`src/rtl/rmii_pkg.sv`:
```
// rmii_pkg: shared state encoding and framing constants for the RMII transmit scheduler
package rmii_pkg;
  typedef enum logic [2:0] {IDLE, PREAMBLE, SFD, PAYLOAD, IFG} sched_state_t;
  localparam logic [7:0] PREAMBLE_BYTE = 8'h55;
  localparam logic [7:0] SFD_BYTE = 8'hD5;
endpackage

```
`src/rtl/rr_arbiter2.sv`:
```
// rr_arbiter2: two-way round-robin arbiter; the pointer favours the source not granted last
module rr_arbiter2 (
  input  logic       clk,
  input  logic       reset,
  input  logic [1:0] req,
  input  logic       en,
  output logic [1:0] gnt
);
  logic ptr_q;
  // pointer only breaks ties; a lone requester always wins
  always_comb gnt = (&req) ? (ptr_q ? 2'b10 : 2'b01) : (req[0] ? 2'b01 : {req[1], 1'b0});
  // after granting s0 the pointer favours s1, and vice versa
  always_ff @(posedge clk)
    if (reset) ptr_q <= 1'b0;
    else if (en && |req) ptr_q <= gnt[0];
endmodule

```
`src/rtl/rmii_tx_scheduler.sv`:
```
// rmii_tx_scheduler: frame arbiter adding preamble/SFD and inter-frame gap ahead of the RMII serializer
module rmii_tx_scheduler
  import rmii_pkg::*;
#(
  parameter int BW = 8,
  parameter int PREAMBLE_LEN = 7,
  parameter int IFG_CYCLES = 48
) (
  input  logic          clk,
  input  logic          reset,
  input  logic [BW-1:0] s0_axis_tdata,
  input  logic          s0_axis_tvalid,
  input  logic          s0_axis_tlast,
  output logic          s0_axis_tready,
  input  logic [BW-1:0] s1_axis_tdata,
  input  logic          s1_axis_tvalid,
  input  logic          s1_axis_tlast,
  output logic          s1_axis_tready,
  output logic [BW-1:0] m_axis_tdata,
  output logic          m_axis_tvalid,
  output logic          m_axis_tlast,
  input  logic          m_axis_tready,
  output logic [1:0]    grant,
  output logic          busy,
  output logic [15:0]   tx_frame_cnt
);
  sched_state_t state_q;
  logic [1:0] grant_q, arb_gnt;
  logic [7:0] cnt_q;
  logic [15:0] frame_cnt_q;
  logic [BW-1:0] src_data;
  logic src_valid, src_last, m_hs;
  rr_arbiter2 u_arb (
    .clk(clk),
    .reset(reset),
    .req({s1_axis_tvalid, s0_axis_tvalid}),
    .en(state_q == IDLE),
    .gnt(arb_gnt)
  );
  // granted source selection and state-driven output mux; payload is a pure pass-through
  always_comb begin
    src_data = grant_q[1] ? s1_axis_tdata : s0_axis_tdata;
    src_valid = grant_q[1] ? s1_axis_tvalid : s0_axis_tvalid;
    src_last = grant_q[1] ? s1_axis_tlast : s0_axis_tlast;
    m_axis_tvalid = (state_q == PREAMBLE || state_q == SFD) ? 1'b1 : (state_q == PAYLOAD) ? src_valid : 1'b0;
    m_axis_tdata = (state_q == PREAMBLE) ? PREAMBLE_BYTE : (state_q == SFD) ? SFD_BYTE : (state_q == PAYLOAD) ? src_data : '0;
    m_axis_tlast = (state_q == PAYLOAD) && src_last;
    s0_axis_tready = (state_q == PAYLOAD) && grant_q[0] && m_axis_tready;
    s1_axis_tready = (state_q == PAYLOAD) && grant_q[1] && m_axis_tready;
    m_hs = m_axis_tvalid && m_axis_tready;
    grant = grant_q;
    busy = state_q != IDLE;
    tx_frame_cnt = frame_cnt_q;
  end
  // frame FSM: one counter serves preamble beats and gap cycles
  always_ff @(posedge clk)
    if (reset) begin
      state_q <= IDLE;
      grant_q <= 2'b00;
      cnt_q <= 8'd0;
      frame_cnt_q <= 16'd0;
    end else
      case (state_q)
        IDLE:
          if (|arb_gnt) begin
            state_q <= PREAMBLE;
            grant_q <= arb_gnt;
            cnt_q <= 8'd0;
          end
        PREAMBLE:
          if (m_hs) begin
            cnt_q <= (cnt_q == 8'(PREAMBLE_LEN - 1)) ? 8'd0 : cnt_q + 8'd1;
            if (cnt_q == 8'(PREAMBLE_LEN - 1)) state_q <= SFD;
          end
        SFD:
          if (m_hs) state_q <= PAYLOAD;
        PAYLOAD:
          if (m_hs && m_axis_tlast) begin
            state_q <= IFG;
            grant_q <= 2'b00;
            cnt_q <= 8'd0;
            frame_cnt_q <= frame_cnt_q + 16'd1;
          end
        IFG: begin
          cnt_q <= cnt_q + 8'd1;
          if (cnt_q == 8'(IFG_CYCLES - 1)) state_q <= IDLE;
        end
        default: state_q <= IDLE;
      endcase
endmodule
```
`config.mk`:
```
export PLATFORM = sky130hd
export DESIGN_NAME = rmii_tx_scheduler
export DESIGN_NICKNAME = d
export VERILOG_FILES = /design/src/rtl/rmii_pkg.sv /design/src/rtl/rr_arbiter2.sv /design/src/rtl/rmii_tx_scheduler.sv
export SDC_FILE = /design/constraint.sdc
export NUM_CORES = 1
export LEC_CHECK = 0
export CORE_ASPECT_RATIO = 1.25
export CORE_UTILIZATION = 38
export CTS_CLUSTER_DIAMETER = 150
export DETAILED_ROUTE_END_ITERATION = 12
export PLACE_DENSITY = 0.68
export SYNTH_ARGS = -nofsm -noshare
export SYNTH_HDL_FRONTEND = slang
export SYNTH_SLANG_ARGS = --single-unit
```
`constraint.sdc`:
```
create_clock -name clk -period 1.9 [get_ports clk]
set_input_delay 0.19 -clock clk [delete_from_list [all_inputs] [get_ports clk]]
set_output_delay 0.19 -clock clk [all_outputs]
set_load 0.01 [all_outputs]
```
==> impl_metrics.tcl <==
set metrics [dict create \
    cts-root-buf "clkbuf_8" \
    path_max_fanout 7 \
    combPwrFrac_pct 47.2 \
    seqPwrFrac_pct 31.4 \
    netlist_instances 230 \
    p_per_area_nw_per_um2 780 \
    htree_num_levels 2 \
    vias 2132 \
    register_area_sq_um 603 \
    cts_buffers 5 \
    synth_cell_type_count 56 \
    async_reset_ff_share_pct 0 \
    maxSlewHeadroom_pct 69.4 \
    gr-usage-met1_pct 26.6 \
    grt_pass1_wl_um 8990 \
    swShare_pct 36.1 \
    p_int_mw 1.47 \
    tritoncts "done" \
    clk_pin_slew_ns 0.06 \
    ys_warn_count 0 \
    drv_cap 0 \
    tightest_slew_ns 0.453 \
    antenna_left 0 \
    grt.met3_usage_pct 4.58 \
    drc 0 \
    start_util_pct 40.2 \
    grtUsageTotal_pct 21.8 \
    dp_hpwl_um 4140 \
    overflow 0 \
    core_sq_um 4800 \
    cp.required_ns 2.12 \
    drt-vias-per-instance 5.60 \
    setup_viol 0 \
    met2_usage_pct 35.9 \
    gp_congestion 0.829 \
    synth_area_leaders "dfxtp_1 31%, mux2i_1 5.7%, a21oi_1 4.9%, nand3_1 3.9%, nor2_1 3.1%" \
    avgSynthCellArea_sq_um 8.38 \
    drive_above_1_share_pct 23.4 \
    cp_cell_sequence "ha_2, nand2_2, or4_4, or4_4, a21oi_2" \
    wl_per_cell_um 14.7 \
    ys_top_cells_by_count "30 x dfxtp_1, 19 x a21oi_1, 16 x nor2_1" \
    cp_data_arrival_time_ns 2.06 \
    r2r_start "tx_frame_cnt[0]" \
    first_pass_iters 4 \
    grt_pass1_vias 1941 \
    finalCriticalPeriod_ns 1.85 \
    multi_input_area_sq_um 1270 \
    synthMostInstantiatedCell "dfxtp_1" \
    tns_ns 0 \
    grt_start_max_net_pins 24 \
    synth_enable_flop_cells 0 \
    dieArea_sq_um 5360 \
    postRouteWirelength_um 5590 \
    cellLeakagePower_nw 1.15 \
    dieWidth_um 65.7 \
    start_kind "flip-flop" \
    hold_buffers 0 \
    syn-num-nets 256 \
    io_pins 54 \
    min_from "u_arb.ptr_q" \
    yosys.area.top_type "dfxtp_1" \
    path_class "flip-flop to flip-flop" \
    clockPowerShare_pct 21.3 \
    antenna_found_initial 0 \
    clockBufferDepth 2 \
    max_stage_delay_ns 0.58 \
    initialDrtViolationCount 120 \
    ff2ff_setup_slack_ns 0.05 \
    io_buffers 53 \
    finalHoldViolCount 0 \
    synth_top_area_share_pct 31.1 \
    syn_to_final_growth_pct 53.4 \
    ys_dominant_reg_cell "dfxtp_1" \
    period_share_pct 97.1 \
    fmax_mhz 542 \
    fillCellCount 421 \
    critPathLaunch "tx_frame_cnt[0]" \
    die_y_um 81.6 \
    slowest_stage "or4_4" \
    ir_drop_v 0.000430 \
    nNetsFinal 347 \
    insertion_delay_ns 0.29 \
    p_sw_mw 0.832 \
    globalRoute.busiestLayer "met2" \
    slew_viol_final 0 \
    skew_ns 0.00529 \
    diodes 0 \
    crit_path_frequent_cell "or4_4" \
    p_total_mw 2.31 \
    seq_area_frac_synth_pct 31.1 \
    status "completed" \
    ys_ff_latch 30 \
    end_kind "flip-flop" \
    hold_path.class "flip-flop to flip-flop" \
    synth_area_sq_um 1930 \
    row_count 28 \
    cts_sinks 30 \
]
==> stage by stage <==
step / area [sq um] / util (%) / instances / hold WS (ns) / setup WS, ns
6_report: 2960 / 61.6 / 381 / 0.499 / 0.0549
5_1_grt: 2960 / 61.6 / 381 / 0.531 / -0.00760
3_5_place_dp: 2820 / 58.8 / 373 / 0.487 / -0.229
2_1_floorplan: 1930 / - / 230 / 0.392 / 0.0149
4_1_cts: 2920 / 60.8 / 381 / 0.496 / 0.0242
3_3_place_gp: 2820 / 58.8 / 373 / 0.479 / -0.217
==> logic make-up (layout without fill, tap and decap cells) <==
logic type	after synthesis	after routing	share of synthesized area, %
and+or+nand+nor	89	89	28.0
muxes	13	13	6.88
xor gates and xnor gates	5	5	2.27
buffers and inverters	25	116	5.52
DFF	30	30	31.1
AOI/OAI and AO/OA	65	65	24.3
adders and majority gates	3	3	1.95
==> final timing paths <==
check,end,depth (start not counted)
worst max-delay path,tx_frame_cnt[12],5
worst min-delay path,u_arb.ptr_q,1
worst max register to register,tx_frame_cnt[12],5
worst min register to register,u_arb.ptr_q,1
==> registers in the layout, indices dropped and copies added (netlist names) <==
| signal | flops |
|---|---|
| grant | 2 |
| state_q | 3 |
| tx_frame_cnt | 16 |
| u_arb.ptr_q | 1 |
| cnt_q | 8 |
==> cell type report <==
cell class,instances,area share [%]
well taps,60,2.54
repair buffers,98,30.2
clock buffers,7,2.58
flip-flops and latches,30,20.4
inverters,11,1.40
multi-input cells,175,42.9
==> repair_timing <==
action,in CTS,in global routing
endpoints found under the setup margin,15,11
pin swaps,1,5
gates resized for setup,13,13
buffers inserted,1,0
==> worst max-delay path, delay by kind of cell, from the launching register on <==
family	cells	cell delay, ns
and+or+nand+nor	3	1.11
DFF	1	0.34
AOI/OAI and AO/OA	1	0.14
adders and majority gates	1	0.20
==> cells in the final DEF, fill, tap and decap left out, types with 4 or more instances in the layout <==
| cell type | Yosys | final |
|---|---|---|
| clkdlybuf4s50_1 | 0 | 42 |
| buf_4 | 1 | 42 |
| dfxtp_1 | 30 | 28 |
| a21oi_1 | 19 | 17 |
| nor2_1 | 16 | 16 |
| nand3_1 | 15 | 15 |
| inv_1 | 11 | 11 |
| mux2i_1 | 11 | 11 |
| nand4_1 | 9 | 9 |
| nand2_1 | 9 | 8 |
| o31ai_1 | 8 | 8 |
| dlygate4sd2_1 | 0 | 8 |
| or4_1 | 8 | 6 |
| nand2b_1 | 5 | 5 |
| o21ai_0 | 5 | 5 |
| clkbuf_8 | 0 | 5 |
| and3_1 | 4 | 4 |
| nor2b_1 | 4 | 4 |
| xnor2_1 | 4 | 4 |
==> power by group through the flow <==
stage	Sequential, mW	Clock [mW]	Combinational [mW]
final	0.725	0.492	1.09
after global placement	0.733	0	1.09
after floorplan	0.721	0	0.528
after detailed placement	0.734	0	1.10
after global routing	0.732	0.529	1.18
after CTS	0.723	0.504	1.07
==> layer usage <==
metal | vias up | share of wire, %
met5 | - | 0
met4 | 0 | 2.1
met3 | 12 | 3.6
met2 | 50 | 49
met1 | 1005 | 45
li1 | 1065 | -
Note: power is estimated with default switching activity, not from simulation.
